==> src/rtl/pdm_pkg.sv <==
// pdm_pkg: shared constants for the PDM-to-PCM capture path.
//   CIC_ORDER   number of integrator/comb pairs in the CIC decimator
//   ACC_W       integrator/comb word width (wraps by design)
//   PCM_W       output sample width
//   OUT_SHIFT   arithmetic right shift applied to the comb output
//   PCM_MAX/MIN saturation bounds of the signed PCM sample
package pdm_pkg;

  localparam int CIC_ORDER = 3;
  localparam int ACC_W     = 20;
  localparam int PCM_W     = 16;
  localparam int OUT_SHIFT = 3;

  localparam logic signed [PCM_W-1:0] PCM_MAX = 16'sh7FFF;
  localparam logic signed [PCM_W-1:0] PCM_MIN = 16'sh8000;

endpackage

==> src/rtl/cic_comb_stage.sv <==
// cic_comb_stage: one comb section of the CIC decimator.
//   clk    system clock, rising edge
//   reset  synchronous active-high reset, clears the delay register
//   stb    decimated-rate strobe; the delay register loads x on it
//   x      comb input (signed)
//   y      x minus the stored delay (combinational, wraps modulo 2^DATA_W)
module cic_comb_stage #(
  parameter int DATA_W = 20
) (
  input  logic                     clk,
  input  logic                     reset,
  input  logic                     stb,
  input  logic signed [DATA_W-1:0] x,
  output logic signed [DATA_W-1:0] y
);

  logic signed [DATA_W-1:0] dly_p1;

  assign y = x - dly_p1;

  always_ff @(posedge clk) begin
    if (reset) begin
      dly_p1 <= '0;
    end else if (stb) begin
      dly_p1 <= x;
    end
  end

endmodule

==> src/rtl/pdm_decimator.sv <==
// pdm_decimator: converts the synchronized 1-bit PDM microphone stream into
// 16-bit signed PCM with a 3rd-order CIC decimator (R = DECIM) and writes each
// sample into the delay-buffer BRAM at a wrapping address.
//   clk        system clock, rising edge
//   reset      synchronous active-high reset, clears all state
//   pdm_en     one-cycle strobe marking a valid PDM bit
//   pdm_data   PDM bit, 1 -> +1, 0 -> -1
//   run        capture enable; when low the filter is frozen
//   pcm_valid  one-cycle pulse, new sample on pcm_data
//   pcm_data   signed PCM sample, held until the next sample
//   wr_en      BRAM write enable (same as pcm_valid)
//   wr_addr    BRAM write address belonging to the current wr_en
//   wr_data    BRAM write data (same as pcm_data)
module pdm_decimator
  import pdm_pkg::*;
#(
  parameter int DECIM     = 64,
  parameter int ADDR_W    = 16,
  parameter int BUF_DEPTH = 65536
) (
  input  logic                    clk,
  input  logic                    reset,
  input  logic                    pdm_en,
  input  logic                    pdm_data,
  input  logic                    run,
  output logic                    pcm_valid,
  output logic signed [PCM_W-1:0] pcm_data,
  output logic                    wr_en,
  output logic [ADDR_W-1:0]       wr_addr,
  output logic signed [PCM_W-1:0] wr_data
);

  localparam logic [5:0]        CNT_LAST  = 6'(DECIM - 1);
  localparam logic [ADDR_W-1:0] ADDR_LAST = ADDR_W'(BUF_DEPTH - 1);

  function automatic logic signed [PCM_W-1:0] sat_pcm(input logic signed [ACC_W-1:0] v);
    logic signed [ACC_W-1:0] s;
    logic signed [ACC_W-1:0] hi;
    logic signed [ACC_W-1:0] lo;
    s  = v >>> OUT_SHIFT;
    hi = {{(ACC_W-PCM_W){PCM_MAX[PCM_W-1]}}, PCM_MAX};
    lo = {{(ACC_W-PCM_W){PCM_MIN[PCM_W-1]}}, PCM_MIN};
    if (s > hi) begin
      sat_pcm = PCM_MAX;
    end else if (s < lo) begin
      sat_pcm = PCM_MIN;
    end else begin
      sat_pcm = s[PCM_W-1:0];
    end
  endfunction

  logic signed [1:0]       x_p0;
  logic signed [ACC_W-1:0] x_ext_p0;
  logic signed [ACC_W-1:0] i1_p0, i2_p0, i3_p0;
  logic signed [ACC_W-1:0] i1_nxt, i2_nxt, i3_nxt;
  logic [5:0]              cnt_p0;
  logic                    dec_stb_p1;
  logic signed [ACC_W-1:0] comb_p1 [CIC_ORDER+1];
  logic [1:0]              warm_p2;
  logic signed [PCM_W-1:0] pcm_p2;
  logic                    vld_p2;
  logic [ADDR_W-1:0]       addr_p2;

  // ---- stage p0: input mapping, integrators, decimation counter ----
  assign x_p0     = pdm_data ? 2'sb01 : 2'sb11;
  assign x_ext_p0 = {{(ACC_W-2){x_p0[1]}}, x_p0};

  // Integrators are chained within the cycle so the closing bit is fully
  // absorbed into i3 on the same edge that raises dec_stb.
  always_comb begin
    i1_nxt = i1_p0 + x_ext_p0;
    i2_nxt = i2_p0 + i1_nxt;
    i3_nxt = i3_p0 + i2_nxt;
  end

  always_ff @(posedge clk) begin
    if (reset) begin
      i1_p0      <= '0;
      i2_p0      <= '0;
      i3_p0      <= '0;
      cnt_p0     <= '0;
      dec_stb_p1 <= 1'b0;
    end else begin
      dec_stb_p1 <= 1'b0;
      if (!run) begin
        cnt_p0 <= '0;
      end else if (pdm_en) begin
        i1_p0 <= i1_nxt;
        i2_p0 <= i2_nxt;
        i3_p0 <= i3_nxt;
        if (cnt_p0 == CNT_LAST) begin
          cnt_p0     <= '0;
          dec_stb_p1 <= 1'b1;
        end else begin
          cnt_p0 <= cnt_p0 + 6'd1;
        end
      end
    end
  end

  // ---- stage p1: comb section at the decimated rate ----
  assign comb_p1[0] = i3_p0;

  for (genvar g = 0; g < CIC_ORDER; g++) begin : g_comb
    cic_comb_stage #(
      .DATA_W (ACC_W)
    ) u_comb (
      .clk   (clk),
      .reset (reset),
      .stb   (dec_stb_p1),
      .x     (comb_p1[g]),
      .y     (comb_p1[g+1])
    );
  end

  // ---- stage p2: scaling, warm-up gating, write address ----
  always_ff @(posedge clk) begin
    if (reset) begin
      pcm_p2  <= '0;
      vld_p2  <= 1'b0;
      warm_p2 <= '0;
      addr_p2 <= '0;
    end else begin
      vld_p2 <= 1'b0;
      if (dec_stb_p1) begin
        pcm_p2 <= sat_pcm(comb_p1[CIC_ORDER]);
        // The first outputs come from a filter whose history is still zero.
        if (warm_p2 == 2'd3) begin
          vld_p2 <= 1'b1;
        end else begin
          warm_p2 <= warm_p2 + 2'd1;
        end
      end
      if (vld_p2) begin
        addr_p2 <= (addr_p2 == ADDR_LAST) ? '0 : addr_p2 + ADDR_W'(1);
      end
    end
  end

  assign pcm_valid = vld_p2;
  assign wr_en     = vld_p2;
  assign pcm_data  = pcm_p2;
  assign wr_data   = pcm_p2;
  assign wr_addr   = addr_p2;

endmodule

==> config.mk <==
export PLATFORM = sky130hd
export DESIGN_NAME = pdm_decimator
export DESIGN_NICKNAME = d
export VERILOG_FILES = /design/src/rtl/pdm_pkg.sv /design/src/rtl/cic_comb_stage.sv /design/src/rtl/pdm_decimator.sv
export SDC_FILE = /design/constraint.sdc
export NUM_CORES = 1
export LEC_CHECK = 0
export CAP_MARGIN = 20
export CORE_ASPECT_RATIO = 2
export CORE_MARGIN = 2
export CORE_UTILIZATION = 26
export CTS_BUF_LIST = sky130_fd_sc_hd__clkbuf_8
export CTS_CLUSTER_DIAMETER = 80
export DETAILED_ROUTE_END_ITERATION = 6
export GPL_ROUTABILITY_DRIVEN = 0
export GPL_TIMING_DRIVEN = 0
export SLEW_MARGIN = 30
export SYNTH_ARGS = -nofsm -noshare
export SYNTH_HDL_FRONTEND = slang
export SYNTH_SLANG_ARGS = --single-unit
==> constraint.sdc <==
create_clock -name clk -period 7.3 [get_ports clk]
set_input_delay 1.46 -clock clk [delete_from_list [all_inputs] [get_ports clk]]
set_output_delay 1.46 -clock clk [all_outputs]
set_load 0.05 [all_outputs]
==> out/results.tsv, run 1 <==
stage	metric	value	unit
worst_setup_path	R2R depth	31	
worst_setup_path	R2R Path End	pcm_data[5]$_SDFFE_PP0P_	
synth	largest family of logic cells by synthesized area	simple AND/OR/NAND/NOR gates	
final_layout	multi-input logic area	0.007153	mm2
synth	Synth area leaders	dfxtp_1, ha_1, xnor2_1, nor2_1, mux2i_1	
cts	CTS Buf Count	17	
cts	clock tree buffer depth	2	
final_layout	cell area after layout	0.01265	mm2
timing	Final Skew	0.01450	ns
floorplanning	Rows	106	
synth	Seq/Total Area, Yosys	0.2946	
timing	min cycle time layout	7.024	ns
timing	final setup fails	0	
floorplanning	I/O pin total	55	
synth	EDFF count, synth	0	
cts	clock slew at reported path FFs	0.09	ns
worst_setup_path	family with the most delay on the worst path	compound AO/OA/AOI/OAI gates	
synth	Syn Nets	1487	
synth	prevailing post-synth register cell	dfxtp_1	
global_route	All-Layer GR Usage	0.1260	
final_layout	layout cells sized above 1	0.05809	
routing	DR iter-0 viols	290	
synth	average cell area after synthesis	8.082	um2
flow_run	max cap viols	0	
routing	DR vias/cell	4.743	
worst_setup_path	critical path fanouts, max	6	
worst_setup_path	worst endpoint required time	7.70	ns
worst_setup_path	CP endpoint kind	register	
cts	number of H-tree levels	4	
synth	post-synthesis compound-gate area fraction	0.1723	
timing	worst slew pin tran	0.8846	ns
synth	Yosys cell types	79	
placement	PortBufs	52	
worst_setup_path	worst path buffer plus inverter count	2	
global_route	number of global-route vias before repair	9354	
final_layout	area grow syn2layout	14.92	%
synth	Simple-Gate Fraction of Synth Area	0.1891	
worst_setup_path	r2r startpoint	i3_p0[0]$_SDFFE_PP0P_	
floorplanning	core box area	0.04178	mm2
timing	Pins Over Slew Limit	0	
cts	hold buffer count at CTS	0	
worst_setup_path	Slowest-stage cell, CP	or4_4	
routing	DRT antenna net count	0	
pwr	Pleak	4.832	nW
timing	Final Hold Viols	0	
synth	xor/xnor share of the synthesized area	0.09263	
worst_hold_path	hold_sp	i1_p0[9]$_SDFFE_PP0P_	
cts	clock sink count	162	
routing	Post-Route WL	27.35	mm
synth	Synth Area in Adders	0.1398	
floorplanning	Initial Util	0.2635	
routing	wire per inst	13.76	um
placement	worst slack, placed	-1.215	ns
cts	clk root buf	clkbuf_8	
timing	Setup WS post-layout	0.2763	ns
pwr	PwrDens	494.8	mW/mm2
worst_setup_path	Worst Path Arrival	7.43	ns
synth	share of the synthesized area in the top cell type	0.2946	
synth	mux cell area share after synthesis	0.05285	
cts	CTS tree	built	
floorplanning	die width	149.5	um
final_layout	register area	0.003243	mm2
pwr	Max IR drop VDD	0.0002478	V
worst_setup_path	R2R setup slack	0.46	ns
timing	Max Clk Rate	0.1424	GHz
worst_hold_path	WHS Endpoint	i1_p0[9]$_SDFFE_PP0P_	
global_route	grt total ovfl	0	
timing	Final TNS setup	0	ns
worst_setup_path	largest stage delay on the critical path	0.48	ns
placement	placed inst area	0.01220	mm2
synth	Async S/R FF share, synth	0	
cts	clock latency on the worst-skew pair	0.48	ns
synth	Yosys top cell by area	dfxtp_1	
worst_hold_path	type of the worst min-delay path	register to register	
global_route	pin count of the biggest net entering global routing	17	
timing	Slew HR	0.4103	
synth	Post-Syn Instances	1362	
placement	HPWL Detailed	22.46	mm
placement	Inst Count DP	1954	
floorplanning	die height	295.0	um
global_route	antenna violations before repair	1	
worst_setup_path	CP Class	input port to register	
timing	unrepaired setup endpoints after global routing	yes	
timing	period utilisation layout	0.9622	
final_layout	final cell count without fillers	1987	
synth	mapped cell area	0.01101	mm2
final_layout	fillcell total	4448	
synth	register bit total from synthesis	162	
final_layout	Layout Nets	1559	
synth	Synth Warn #	0	
routing	via count	9425	
floorplanning	die area	0.04410	mm2
routing	1st-pass router iterations	5	
run_status	outcome	complete, no violations	
timing	Hold Slack	0.4620	ns
routing	post-route DRC violation count	0	
worst_setup_path	Worst setup SP type	input port	
worst_hold_path	WHS Path Cells	2	
global_route	first-pass GRT wire length	43.73	mm
==> final cells by class <==
type	instances	area share
antenna	1	0.0001978
buffer	60	0.02542
clock buffer	20	0.02176
clock inverter	11	0.009989
inverter	87	0.02611
multi-input combinational	1053	0.5654
sequential	162	0.2564
tap	540	0.05341
timing repair buffer	53	0.04134
==> power breakdown <==
group	internal (mW)	total [mW]	switching, mW
Sequential	0.928	0.969	0.0410
Clock	0.332	0.689	0.357
Combinational	2.07	4.60	2.53
Total	3.33	6.26	2.93
==> per-layer routing <==
metal	GRT usage	part of all wire	vias to the layer above
met1	0.09792	0.34	4388
met4	0.08084	0.055	0
met5	0	0	-
met2	0.2719	0.59	137
met3	0.01744	0.019	63
li1	-	-	4837
==> worst min-delay path, stage by stage (launching register included) <==
cell and delay [ns]:
dfxtp_1 0.32, nand2_1 0.05, a21oi_1 0.05
==> cells in the mapped netlist, types with 3 or more instances <==
cell type,number
xor2_1,32
nor2b_1,19
buf_4,17
and3_1,7
inv_1,86
or2_2,3
and4_1,3
o21ai_1,4
nand4_1,9
nand3_1,16
o21ai_0,49
clkbuf_1,30
xnor2_1,78
buf_1,9
or3_1,18
dfxtp_1,162
o21bai_1,5
a211oi_1,29
a41oi_1,3
fa_1,5
nand2_1,148
nor3_1,29
o21a_1,18
mux2i_1,57
or4_1,7
nand2b_1,10
a21oi_1,113
a41o_1,3
a31oi_1,7
nor4_1,4
nor2_1,174
a21o_1,29
a21boi_0,4
ha_1,115
==> timing repair <==
action	CTS	global route
gates resized for setup	4	13
setup buffers	1	0
endpoints found under the setup margin	5	16
==> stage by stage <==
step                total power [mW]    util
floorplan                      4.615       -
detailed placement             5.485  0.2921
CTS                            6.198  0.3020
finish                         6.259  0.3028
global placement               5.382  0.2921
global route                   6.873  0.3028
==> cell families (layout without fill, tap and decap cells) <==
logic type	count (synthesis)	count (layout)
AND/OR/NAND/NOR	464	464
AO/OA/AOI/OAI	298	298
flip-flops	162	162
buffers and inverters	147	231
adder cells (fa/ha/maj)	120	120
XOR/XNOR	113	113
multiplexers	58	58
other	0	1
==> worst max path at each step <==
stage,start,endpoint,slack (ns),cells after the start
finish,pdm_data,i3_p0[19]$_SDFFE_PP0P_,0.28,25
floorplan,pdm_data,i3_p0[19]$_SDFFE_PP0P_,0.62,24
CTS,i3_p0[0]$_SDFFE_PP0P_,pcm_data[5]$_SDFFE_PP0P_,0.08,31
global route,i3_p0[0]$_SDFFE_PP0P_,pcm_data[10]$_SDFFE_PP0P_,-0.03,31
detailed placement,pdm_data,i3_p0[19]$_SDFFE_PP0P_,-1.22,25
global placement,pdm_data,i3_p0[19]$_SDFFE_PP0P_,-1.06,23
==> registers in the layout, indices dropped and copies added, names as in the netlist, 2 cells and up <==
signal / count
g_comb.u_comb.dly_p1: 60
wr_addr: 16
cnt_p0: 6
i2_p0: 20
warm_p2: 2
i3_p0: 20
pcm_data: 16
i1_p0: 20
==> placed cells by master, fill, tap and decap left out, types with 9 or more instances in the layout <==
master	instances
a21o_1	29
a21oi_1	112
clkbuf_1	28
or3_1	18
xor2_1	32
o21ai_0	49
nand4_1	9
buf_1	9
nor2_1	174
mux2i_1	57
nand2_1	148
clkbuf_8	21
xnor2_1	78
nand2b_1	10
o21a_1	18
dfxtp_1	162
ha_1	115
buf_4	18
inv_1	85
nor3_1	28
nand3_1	16
clkdlybuf4s50_1	51
nor2b_1	19
a211oi_1	29
No activity file was read; power rests on OpenSTA's default activity.
==> run 2: changes to the inputs <==
--- a/config.mk
+++ b/config.mk
@@ -17,4 +17,5 @@
 export SLEW_MARGIN = 30
 export SYNTH_ARGS = -nofsm -noshare
 export SYNTH_HDL_FRONTEND = slang
+export SYNTH_HIERARCHICAL = 1
 export SYNTH_SLANG_ARGS = --single-unit
==> constraint.sdc (replaced) <==
create_clock -name clk -period 7.3 [get_ports clk]
set_input_delay 1.46 -clock clk [delete_from_list [all_inputs] [get_ports clk]]
set_output_delay 1.46 -clock clk [all_outputs]
set_load 0.1 [all_outputs]
==> out/results.tsv, run 2 <==
stage	metric	value	unit
cts	number of H-tree levels	4	
cts	clock tree buffer depth	2	
placement	Inst Count DP	2030	
worst_setup_path	R2R Path End	pcm_data[6]$_SDFFE_PP0P_	
floorplanning	die height	300.1	um
timing	Final Hold Viols	0	
floorplanning	I/O pin total	55	
routing	post-route DRC violation count	0	
global_route	number of global-route vias before repair	10220	
final_layout	fillcell total	4573	
global_route	grt met3 use	0.01730	
worst_setup_path	Worst Path Arrival	7.15	ns
timing	Max Clk Rate	0.1479	GHz
final_layout	max reg flops	60	
worst_setup_path	R2R depth	26	
final_layout	area grow syn2layout	15.35	%
pwr	register share of total power	0.149	
global_route	antenna violations before repair	0	
timing	Hold Slack	0.4608	ns
worst_setup_path	R2R setup slack	1.07	ns
final_layout	layout cells sized above 1	0.05662	
worst_setup_path	CP endpoint kind	register	
synth	Synth Warn #	6	
global_route	most used routing layer	met2	
routing	Post-Route WL	28.76	mm
floorplanning	core box area	0.04338	mm2
synth	mapped cell area	0.01140	mm2
floorplanning	Rows	108	
routing	DR vias/cell	4.821	
flow_run	max cap viols	0	
worst_hold_path	type of the worst min-delay path	register to register	
timing	worst slew pin tran	0.9758	ns
cts	CTS Buf Count	17	
timing	final setup fails	0	
timing	Final Skew	0.01988	ns
worst_setup_path	Worst setup SP type	input port	
synth	Syn Nets	1558	
final_layout	n_diodes	0	
floorplanning	die area	0.04562	mm2
synth	Post-Syn Instances	1428	
pwr	Internal	3.137	mW
cts	clock sink count	162	
pwr	PwrDens	495.0	mW/mm2
floorplanning	die width	152.0	um
timing	min cycle time layout	6.759	ns
cts	clock slew at reported path FFs	0.09	ns
timing	Pins Over Slew Limit	0	
cts	CTS tree	built	
global_route	pin count of the biggest net entering global routing	17	
placement	PortBufs	52	
global_route	All-Layer GR Usage	0.1275	
run_status	outcome	complete, no violations	
routing	wire per inst	13.90	um
worst_setup_path	worst endpoint required time	7.69	ns
pwr	Max IR drop VDD	0.0003286	V
worst_setup_path	r2r startpoint	i3_p0[0]$_SDFFE_PP0P_	
synth	average cell area after synthesis	7.980	um2
timing	Slew HR	0.3474	
pwr	sw frac	0.5178	
placement	HPWL Detailed	23.30	mm
routing	DR iter-0 viols	324	
global_route	grt total ovfl	0	
global_route	met1 Track Usage GR	0.1061	
timing	period utilisation layout	0.9260	
worst_setup_path	CP endpoint	i3_p0[19]$_SDFFE_PP0P_	
cts	clk root buf	clkbuf_8	
final_layout	commonest non-fill, non-tap cells in the layout	nand2_1, dfxtp_1, a21oi_1	
final_layout	Layout Nets	1637	
final_layout	Top reg by flops	g_comb.u_comb/dly_p1	
worst_setup_path	launch point of the worst path	pdm_data	
timing	unrepaired setup endpoints after global routing	no	
pwr	Logic pwr share	0.744	
pwr	clock network power share	0.107	
floorplanning	Initial Util	0.2627	
global_route	first-pass GRT wire length	47.57	mm
worst_setup_path	critical path fanouts, max	6	
cts	clock latency on the worst-skew pair	0.50	ns
routing	via count	9975	
final_layout	final cell count without fillers	2069	
worst_setup_path	CP Class	input port to register	
pwr	Psw	3.369	mW
routing	1st-pass router iterations	5	
pwr	Pleak	5.091	nW
routing	DRT antenna net count	0	
global_route	met2 Use GR	0.2708	
worst_hold_path	WHS Path Cells	2	
-- run 2: how the worst min path moves through the flow --
stage	startpoint	slack, ns	to
floorplan	i1_p0[10]$_SDFFE_PP0P_	0.44	i1_p0[10]$_SDFFE_PP0P_
global placement	i1_p0[4]$_SDFFE_PP0P_	0.45	i1_p0[4]$_SDFFE_PP0P_
detailed placement	i1_p0[5]$_SDFFE_PP0P_	0.45	i1_p0[5]$_SDFFE_PP0P_
CTS	i2_p0[0]$_SDFFE_PP0P_	0.46	i2_p0[0]$_SDFFE_PP0P_
global route	i1_p0[9]$_SDFFE_PP0P_	0.48	i1_p0[9]$_SDFFE_PP0P_
finish	i2_p0[0]$_SDFFE_PP0P_	0.46	i2_p0[0]$_SDFFE_PP0P_
-- run 2: area by class of cell --
class | instances | area [um2] | area share
repair buffers | 59 | 588.1 | 0.04474
flip-flops and latches | 162 | 3243 | 0.2467
clock buffers | 17 | 234.0 | 0.01780
multi-input cells | 1117 | 7591 | 0.5775
inverters | 89 | 337.8 | 0.02570
clock inverters | 14 | 165.2 | 0.01256
well taps | 550 | 688.2 | 0.05235
plain buffers | 60 | 292.8 | 0.02227
repair inverters | 1 | 5.005 | 0.0003807
-- run 2: power by group through the flow --
| stage | sequential [mW] | combinational, mW | clock [mW] |
|---|---|---|---|
| 4_1_cts | 0.969 | 4.77 | 0.719 |
| 2_1_floorplan | 0.977 | 3.75 | 0 |
| 3_5_place_dp | 0.990 | 4.75 | 0 |
| 3_3_place_gp | 0.988 | 4.65 | 0 |
| 6_report | 0.969 | 4.84 | 0.695 |
| 5_1_grt | 0.978 | 5.42 | 0.750 |
-- run 2: routing by layer --
layer | vias to the layer above | routed length [um]
li1 | 5102 | -
met2 | 164 | 16560
met3 | 78 | 545
met4 | 0 | 1683
met5 | - | 0
met1 | 4631 | 9969
-- run 2: critical path, stage by stage --
cell and delay, ns:
dlymetal6s2s_1 0.19, clkinvlp_4 0.14, buf_12 0.16, ha_1 0.37, o211ai_1 0.25, o21ai_2 0.14, a21o_1 0.19, a21oi_1 0.19
xnor2_1 0.18, ha_1 0.31, a21o_1 0.20, a21oi_2 0.23, o21ai_2 0.14, a21o_1 0.20, a21oi_1 0.22, o21ai_0 0.16
xnor2_1 0.22, ha_1 0.30, nand2_1 0.08, nand2_1 0.06, a2111oi_1 0.38, o21ai_1 0.20, a2111oi_2 0.34, a41oi_1 0.11
a21o_1 0.18, mux2i_1 0.20, mux2_1 0.34
-- run 2: repair_timing --
action	4_1_cts	5_1_grt
buffers inserted	3	4
resized for setup	9	15
hold buffers	0	0
pin swaps	0	5
gates cloned	1	0
endpoints found under the setup margin	2	1
-- run 2: through the flow --
stage / total power [mW] / setup TNS (ns) / worst slack, ns / cell area (um2) / utilization
6_report: 6.506 / 0 / 0.5406 / 13150 / 0.3030
5_1_grt: 7.151 / 0 / 0.2700 / 13150 / 0.3030
4_1_cts: 6.457 / 0 / 0.04179 / 13060 / 0.3010
3_5_place_dp: 5.737 / -2.540 / -1.222 / 12600 / 0.2906
3_3_place_gp: 5.640 / -2.357 / -1.122 / 12600 / 0.2906
2_1_floorplan: 4.725 / 0 / 0.5931 / 11400 / -
